<file path="config.mk">
export PLATFORM = sky130hd
export DESIGN_NAME = rsbus_d2r_injector_flat
export DESIGN_NICKNAME = d
export VERILOG_FILES = /design/src/rtl/rbus_pkg.sv /design/src/rtl/rsbus_d2r_injector_if.sv /design/src/rtl/rsbus_pkt_buf.sv /design/src/rtl/rsbus_d2r_injector.sv /design/src/flat_wrapper.sv
export SDC_FILE = /design/constraint.sdc
export NUM_CORES = 1
export LEC_CHECK = 0
export ABC_CLOCK_PERIOD_IN_PS = 15100
export BUFFER_PORTS_ARGS = -buffer_cell sky130_fd_sc_hd__buf_4
export CAP_MARGIN = 20
export CORE_ASPECT_RATIO = 0.75
export CORE_MARGIN = 1.5
export CORE_UTILIZATION = 28
export CTS_BUF_LIST = sky130_fd_sc_hd__clkbuf_8
export DETAILED_ROUTE_END_ITERATION = 10
export GPL_ROUTABILITY_DRIVEN = 0
export PLACE_DENSITY = 0.51
export SLEW_MARGIN = 20
export SYNTH_ARGS = -nofsm -noshare
export SYNTH_HDL_FRONTEND = slang
export SYNTH_SLANG_ARGS = --single-unit
</file>
<file path="constraint.sdc">
create_clock -name clk -period 15.1 [get_ports clk]
set_input_delay 2.265 -clock clk [delete_from_list [all_inputs] [get_ports clk]]
set_output_delay 2.265 -clock clk [all_outputs]
set_load 0.1 [all_outputs]
</file>
<file path="src/rtl/rbus_pkg.sv">
// Shared ring-bus constants: frame geometry, header bit positions and the injector state encoding.
package rbus_pkg;

    localparam int BUS_W       = 72;
    localparam int CTRL_W      = 12;
    localparam int BUF_AW      = 4;

    localparam int STB_BIT     = 71;
    localparam int RECO_BIT    = 70;
    localparam int LEN_BIT     = 39;

    localparam int SHORT_WORDS = 1;
    localparam int LONG_WORDS  = 9;

    typedef enum logic [1:0] {
        ST_IDLE,
        ST_LOAD,
        ST_ARMED,
        ST_SEND
    } inj_state_e;

endpackage

</file>
<file path="src/rtl/rsbus_d2r_injector_if.sv">
// Ring-slot and local-packet signals of the d2r injector; the master side drives the ring and local inputs.
interface rsbus_d2r_injector_if;
    import rbus_pkg::*;

    logic              d2r_i_sof;
    logic [CTRL_W-1:0] d2r_i_ctrl;
    logic [BUS_W-1:0]  d2r_i_bus;
    logic              d2r_o_sof;
    logic [CTRL_W-1:0] d2r_o_ctrl;
    logic [BUS_W-1:0]  d2r_o_bus;
    logic              loc_wr;
    logic              loc_sof;
    logic [BUS_W-1:0]  loc_bus;
    logic [CTRL_W-1:0] loc_ctrl;
    logic              loc_rdy;
    logic              pkt_sent;

    modport master (
        output d2r_i_sof, d2r_i_ctrl, d2r_i_bus, loc_wr, loc_sof, loc_bus, loc_ctrl,
        input  d2r_o_sof, d2r_o_ctrl, d2r_o_bus, loc_rdy, pkt_sent
    );

    modport slave (
        input  d2r_i_sof, d2r_i_ctrl, d2r_i_bus, loc_wr, loc_sof, loc_bus, loc_ctrl,
        output d2r_o_sof, d2r_o_ctrl, d2r_o_bus, loc_rdy, pkt_sent
    );

endinterface

</file>
<file path="src/rtl/rsbus_pkt_buf.sv">
// Single-packet word store: one synchronous write port, one asynchronous read port, no reset.
module rsbus_pkt_buf #(
    parameter int ADDR_W = 4,
    parameter int WIDTH  = 72
) (
    input  logic              clk,
    input  logic              we,
    input  logic [ADDR_W-1:0] waddr,
    input  logic [WIDTH-1:0]  wdata,
    input  logic [ADDR_W-1:0] raddr,
    output logic [WIDTH-1:0]  rdata
);

    logic [WIDTH-1:0] mem [1 << ADDR_W];

    always_ff @(posedge clk) begin
        if (we) mem[waddr] <= wdata;
    end

    assign rdata = mem[raddr];

endmodule

</file>
<file path="src/rtl/rsbus_d2r_injector.sv">
// Inserts one buffered local packet into the first empty ring slot of matching length; ring latency is 1 cycle.
//   state | meaning
//   IDLE  | buffer empty, waiting for a local header word
//   LOAD  | collecting the remaining words of a long packet
//   ARMED | packet complete, waiting for an empty slot of the same length
//   SEND  | replacing slot words with buffer words
module rsbus_d2r_injector
    import rbus_pkg::*;
#(
    parameter int PKT_LONG_WORDS = LONG_WORDS
) (
    input  logic                 clk,
    input  logic                 rst,
    rsbus_d2r_injector_if.slave  rs
);

    localparam logic [BUF_AW-1:0] LONG_LAST  = BUF_AW'(PKT_LONG_WORDS - 1);
    localparam logic [BUF_AW-1:0] SHORT_LAST = BUF_AW'(SHORT_WORDS - 1);

    inj_state_e        state_q, state_d;
    logic [BUF_AW-1:0] wr_idx_q, wr_idx_d, waddr, slot_cnt_q, cur_word, frame_last;
    logic              len_q, hdr_latch, wr_en, take, done;
    logic [CTRL_W-1:0] ctrl_q;
    logic [BUS_W-1:0]  rd_data;

    logic              o_sof_q, o_sof_d, pkt_sent_q;
    logic [CTRL_W-1:0] o_ctrl_q, o_ctrl_d;
    logic [BUS_W-1:0]  o_bus_q, o_bus_d;

    rsbus_pkt_buf #(.ADDR_W(BUF_AW), .WIDTH(BUS_W)) u_buf (
        .clk   (clk),
        .we    (wr_en),
        .waddr (waddr),
        .wdata (rs.loc_bus),
        .raddr (cur_word),
        .rdata (rd_data)
    );

    assign cur_word   = rs.d2r_i_sof ? '0 : slot_cnt_q;
    assign frame_last = len_q ? LONG_LAST : SHORT_LAST;

    always_comb begin
        state_d   = state_q;
        wr_idx_d  = wr_idx_q;
        waddr     = wr_idx_q;
        wr_en     = 1'b0;
        hdr_latch = 1'b0;
        take      = 1'b0;
        done      = 1'b0;
        unique case (state_q)
            ST_IDLE, ST_LOAD: begin
                if (rs.loc_wr && rs.loc_sof) begin
                    wr_en     = 1'b1;
                    waddr     = '0;
                    wr_idx_d  = BUF_AW'(1);
                    hdr_latch = 1'b1;
                    state_d   = rs.loc_bus[LEN_BIT] ? ST_LOAD : ST_ARMED;
                end else if (rs.loc_wr && state_q == ST_LOAD) begin
                    wr_en    = 1'b1;
                    wr_idx_d = wr_idx_q + BUF_AW'(1);
                    if (wr_idx_q == LONG_LAST) state_d = ST_ARMED;
                end
            end
            ST_ARMED: begin
                if (rs.d2r_i_sof && !rs.d2r_i_bus[STB_BIT] && rs.d2r_i_bus[LEN_BIT] == len_q) begin
                    take    = 1'b1;
                    state_d = ST_SEND;
                end
            end
            ST_SEND: begin
                // A short frame was fully replaced on entry, so any sof seen here is a fresh slot.
                if (slot_cnt_q > frame_last) begin
                    done    = 1'b1;
                    state_d = ST_IDLE;
                end else if (rs.d2r_i_sof) begin
                    state_d = ST_ARMED;
                end else begin
                    take = 1'b1;
                    if (slot_cnt_q == frame_last) begin
                        done    = 1'b1;
                        state_d = ST_IDLE;
                    end
                end
            end
            default: state_d = ST_IDLE;
        endcase
    end

    always_comb begin
        o_sof_d  = rs.d2r_i_sof;
        o_ctrl_d = rs.d2r_i_ctrl;
        o_bus_d  = rs.d2r_i_bus;
        if (take) begin
            o_bus_d = rd_data;
            if (cur_word == '0) begin
                o_bus_d[STB_BIT]  = 1'b1;
                o_bus_d[RECO_BIT] = 1'b0;
                o_ctrl_d          = ctrl_q;
            end
        end
    end

    always_ff @(posedge clk or posedge rst) begin
        if (rst) begin
            state_q    <= ST_IDLE;
            wr_idx_q   <= '0;
            slot_cnt_q <= '0;
            len_q      <= 1'b0;
            ctrl_q     <= '0;
            o_sof_q    <= 1'b0;
            o_ctrl_q   <= '0;
            o_bus_q    <= '0;
            pkt_sent_q <= 1'b0;
        end else begin
            state_q    <= state_d;
            wr_idx_q   <= wr_idx_d;
            slot_cnt_q <= (cur_word == '1) ? cur_word : cur_word + BUF_AW'(1);
            if (hdr_latch) begin
                len_q  <= rs.loc_bus[LEN_BIT];
                ctrl_q <= rs.loc_ctrl;
            end
            o_sof_q    <= o_sof_d;
            o_ctrl_q   <= o_ctrl_d;
            o_bus_q    <= o_bus_d;
            pkt_sent_q <= done;
        end
    end

    assign rs.d2r_o_sof  = o_sof_q;
    assign rs.d2r_o_ctrl = o_ctrl_q;
    assign rs.d2r_o_bus  = o_bus_q;
    assign rs.pkt_sent   = pkt_sent_q;
    assign rs.loc_rdy    = (state_q == ST_IDLE) || (state_q == ST_LOAD);

endmodule

</file>
<file path="src/flat_wrapper.sv">
// flat-port wrapper written by rule: the top's interface ports become plain ports
module rsbus_d2r_injector_flat import rbus_pkg::*;
#(
    parameter int PKT_LONG_WORDS = LONG_WORDS
)
  (clk, rst, rs_d2r_i_sof, rs_d2r_i_ctrl, rs_d2r_i_bus, rs_loc_wr, rs_loc_sof, rs_loc_bus, rs_loc_ctrl, rs_d2r_o_sof, rs_d2r_o_ctrl, rs_d2r_o_bus, rs_loc_rdy, rs_pkt_sent);
  rsbus_d2r_injector_if rs_i ();
  input  logic clk;
  input  logic rst;
  input wire logic [$bits(rs_i.d2r_i_sof)-1:0] rs_d2r_i_sof;
  input wire logic [$bits(rs_i.d2r_i_ctrl)-1:0] rs_d2r_i_ctrl;
  input wire logic [$bits(rs_i.d2r_i_bus)-1:0] rs_d2r_i_bus;
  input wire logic [$bits(rs_i.loc_wr)-1:0] rs_loc_wr;
  input wire logic [$bits(rs_i.loc_sof)-1:0] rs_loc_sof;
  input wire logic [$bits(rs_i.loc_bus)-1:0] rs_loc_bus;
  input wire logic [$bits(rs_i.loc_ctrl)-1:0] rs_loc_ctrl;
  output wire logic [$bits(rs_i.d2r_o_sof)-1:0] rs_d2r_o_sof;
  output wire logic [$bits(rs_i.d2r_o_ctrl)-1:0] rs_d2r_o_ctrl;
  output wire logic [$bits(rs_i.d2r_o_bus)-1:0] rs_d2r_o_bus;
  output wire logic [$bits(rs_i.loc_rdy)-1:0] rs_loc_rdy;
  output wire logic [$bits(rs_i.pkt_sent)-1:0] rs_pkt_sent;
  assign rs_i.d2r_i_sof = rs_d2r_i_sof;
  assign rs_i.d2r_i_ctrl = rs_d2r_i_ctrl;
  assign rs_i.d2r_i_bus = rs_d2r_i_bus;
  assign rs_i.loc_wr = rs_loc_wr;
  assign rs_i.loc_sof = rs_loc_sof;
  assign rs_i.loc_bus = rs_loc_bus;
  assign rs_i.loc_ctrl = rs_loc_ctrl;
  assign rs_d2r_o_sof = rs_i.d2r_o_sof;
  assign rs_d2r_o_ctrl = rs_i.d2r_o_ctrl;
  assign rs_d2r_o_bus = rs_i.d2r_o_bus;
  assign rs_loc_rdy = rs_i.loc_rdy;
  assign rs_pkt_sent = rs_i.pkt_sent;
  rsbus_d2r_injector #(.PKT_LONG_WORDS(PKT_LONG_WORDS)) u_core (.clk(clk), .rst(rst), .rs(rs_i));
endmodule
</file>
==> summary.txt <==
Status
  – Status: complete, no violations

Setup path
  – Critical Path, Cell by Cell: buf_4, buf_4, inv_1, or4_1, a21oi_4, buf_4, buf_4, nor2_1, a31oi_1
  – R2r startpoint: u_core.slot_cnt_q[1]
  – CP delay by family, top: buffers and inverters
  – Reg2reg path depth: 7
  – Critical Path AT: 6.57 ns
  – Worst Setup SP: rs_d2r_i_sof
  – CP required: 15.89 ns
  – Critical-path top delay cell: buf_4
  – Worst Path Buf+Inv: 5
  – CP Depth: 9
  – CP Capture Type: register
  – Critical Path Max Stage Delay: 0.81 ns
  – Setup crit start kind: primary input
  – CP Class: in2reg
  – Most used cell, CP: buf_4
  – Crit path max fanout: 83

Placed design
  – Dpl hpwl: 75.1 mm
  – Post-Place Cells: 5053
  – Port bufs: 259

Synth
  – Cells after synthesis: 2668
  – Post-Syn Nets: ~2800
  – Post-synth EDFFs: 1152
  – Yosys reg bits: 1261
  – Top cell type's share of synthesized area: 71.9%
  – Synth Area in XOR/XNOR: 0.0546%
  – Largest family of logic cells by synthesized area: compound AO/OA/AOI/OAI gates
  – Commonest register cell after synthesis: edfxtp_1
  – Syn_area_per_cell: approximately 18 sq um
  – Warnings from Yosys: 0
  – Mapped cell area: 48100 sq um
  – Async set-reset flop share out of synthesis: 8.64%
  – Simple-gate share of the synthesized area: 1.30%
  – Mux cell area share after synthesis: 8.72%
  – Synth area leader: edfxtp_1
  – Post-synthesis sequential area ratio: 77.5%
  – Synth cell types: 46
  – Ranking of synthesized cells by area: edfxtp_1 72%, dfrtp_1 5.7%, a221oi_1 3.9%
  – Adder-Cell Fraction of Synth Area: 0.130%
  – Synthesized-area fraction occupied by ao, oa, aoi and oai cells: 10.5%

Timing
  – Fin crit share: 38.2%
  – Fmax: 0.173 GHz
  – Finish-stage setup viols: 0
  – Worst-margin pin slew: 1.12 ns
  – Final hold slack: 0.501 ns
  – Unrepaired setup endpoints after global routing: no
  – Hold Vio Cnt, Final: 0
  – Final Skew: 0.0505 ns
  – Count of final max-slew check failures: 0
  – Max_slew headroom: 25.2%
  – Post-route setup TNS: 0 ns
  – Fin crit period: roughly 5.8 ns

Power
  – Peak VDD IR: 0.0690 mV
  – Leakage: about 0.019 uW
  – PD cells: 144 nW/um^2

Detailed routing
  – DRT iter0 DRCs: 2193
  – Via density: 4.95
  – WL/cell: 25.0 um
  – Drt total wl: 135 mm
  – DRT Pass-1 Iters: 7
  – Antenna-violating nets left: 0
  – # DRC: 0
  – Vias: between 20000 and 30000

Min path
  – Hold depth: 1
  – Hold Path Class: reg2reg
  – Min-delay src: u_core.ctrl_q[8]

Layout
  – Nets: 3165
  – Synthesis-to-finish area growth: 17.5%
  – Commonest non-fill, non-tap cells in the layout: 1152 x edfxtp_1, 312 x buf_4, 212 x a221oi_1
  – Layout cells sized above 1: 24.3%
  – Seq. cell area: 37300 sq um
  – # fillers: 16400
  – Commonest non-fill, non-tap cell in the layout: edfxtp_1
  – Area of the multi-input gates: 10200 sq um
  – Layout Cells excl Fill: 5409
  – Fin util: between 30% and 40%

Global routing
  – Vias in the first global route: 26700
  – GR Overflow Total: 0
  – Initial antenna violation count: 8
  – Largest net degree at the start of global routing: around 150
  – First-pass GRT wire length: 194 mm
  – Overall routing resource usage: 15.2%

Clocking
  – Postcts setup bufs: 0
  – Post-CTS sizing: 0
  – Latest clock arrival within the worst-skew pair: 0.89 ns
  – Max H-tree Level: 4
  – Total CTS buffers: 192
  – CTS Hold Buffers Added: 0
  – CTS tree: yes
  – Clock-pin slew on the worst setup and hold paths: 0.06 ns
  – CTS Buffer Depth: 3
  – CTS sink count: 1261
  – Root Driver: clkbuf_8

Floorplanning
  – Floorplan core area: 170000 sq um
  – IO Pins: 260
  – Die H: 362 um
  – Die area: 174000 sq um
  – Initial Utilization: 28.2%
  – Die W: 482 um
  – Rows: ~130

Run
  – Total of max-cap violations: 0
==> worst paths after layout <==
kind                                           end  slack [ns]
min in group asynchronous  u_core.rs.d2r_o_ctrl[8]        1.52
hold reg to reg                   u_core.ctrl_q[8]        0.50
max in group asynchronous     u_core.slot_cnt_q[1]       12.17
hold / removal                    u_core.ctrl_q[8]        0.50
setup / recovery           u_core.rs.d2r_o_bus[30]        9.33
setup reg to reg           u_core.rs.d2r_o_bus[56]       10.61
==> sequential cells by signal, indices dropped and copies added (netlist names) <==
signal	cells
u_core.rs.pkt_sent	1
u_core.state_q	2
u_core.rs.d2r_o_ctrl	12
u_core.len_q	1
u_core.wr_idx_q	4
u_core.rs.d2r_o_sof	1
u_core.rs.d2r_o_bus	72
u_core.ctrl_q	12
u_core.u_buf.mem	1152
u_core.slot_cnt_q	4
==> cell families (layout without fill, tap and decap cells) <==
logic type | count (synthesis) | after routing
xor+xnor | 3 | 3
buf+inv | 203 | 681
flops | 1261 | 1261
fa+ha+maj | 5 | 5
compound gates | 736 | 736
simple gates | 143 | 143
other cells | 0 | 2
mux | 317 | 317
==> routing by layer <==
layer  wire length [um]  up-vias  part of all wire [%]  global-route usage, %
li1                   -    11700                     -                      -
met1              62800    14000                    47                   21.7
met2              61700      871                    46                   23.3
met3               7530      196                   5.6                   3.00
met4               2930        2                   2.2                   4.42
met5                  8        -                0.0059                      0
==> per-stage QoR <==
| stage | area, sq um | setup WS [ns] | power (uW) |
|---|---|---|---|
| 4_1_cts | 56500 | 9.45 | 8280 |
| 6_report | 56600 | 9.33 | 8160 |
| 3_5_place_dp | 52800 | 8.41 | 5480 |
| 5_1_grt | 56600 | 9.13 | 8480 |
| 2_1_floorplan | 48100 | 4.87 | 5010 |
| 3_3_place_gp | 52800 | 8.52 | 5470 |
==> where the power goes <==
part	internal (uW)	switching, uW
combinational	358	965
clock	1430	1350
sequential	3970	94.5
==> cell type report <==
class,count,area share (%)
well taps,2261,5.00
diodes,2,0.00885
repair buffers,317,4.35
inverters,11,0.0885
flip-flops and latches,1261,66.0
multi-input cells,1204,18.0
clock inverters,147,1.58
clock buffers,206,5.01
==> cell usage after synthesis, drive strengths merged (2+ instances only) <==
| cell | instances |
|---|---|
| a221oi | 212 |
| edfxtp | 1152 |
| mux2 | 98 |
| nor3 | 2 |
| inv | 11 |
| ha | 5 |
| a31oi | 73 |
| nand3b | 3 |
| nor3b | 2 |
| dfrtp | 109 |
| o221ai | 2 |
| o22ai | 71 |
| mux2i | 147 |
| nand2b | 2 |
| a211oi | 2 |
| nor2 | 98 |
| buf | 77 |
| o21bai | 71 |
| o211ai | 70 |
| and3 | 2 |
| nand3 | 6 |
| xor2 | 2 |
| clkbuf | 115 |
| mux4 | 72 |
| nand2 | 12 |
| nor2b | 4 |
| or3 | 7 |
| a21oi | 151 |
| o21ai | 79 |
(Power assumes the default switching activity.)
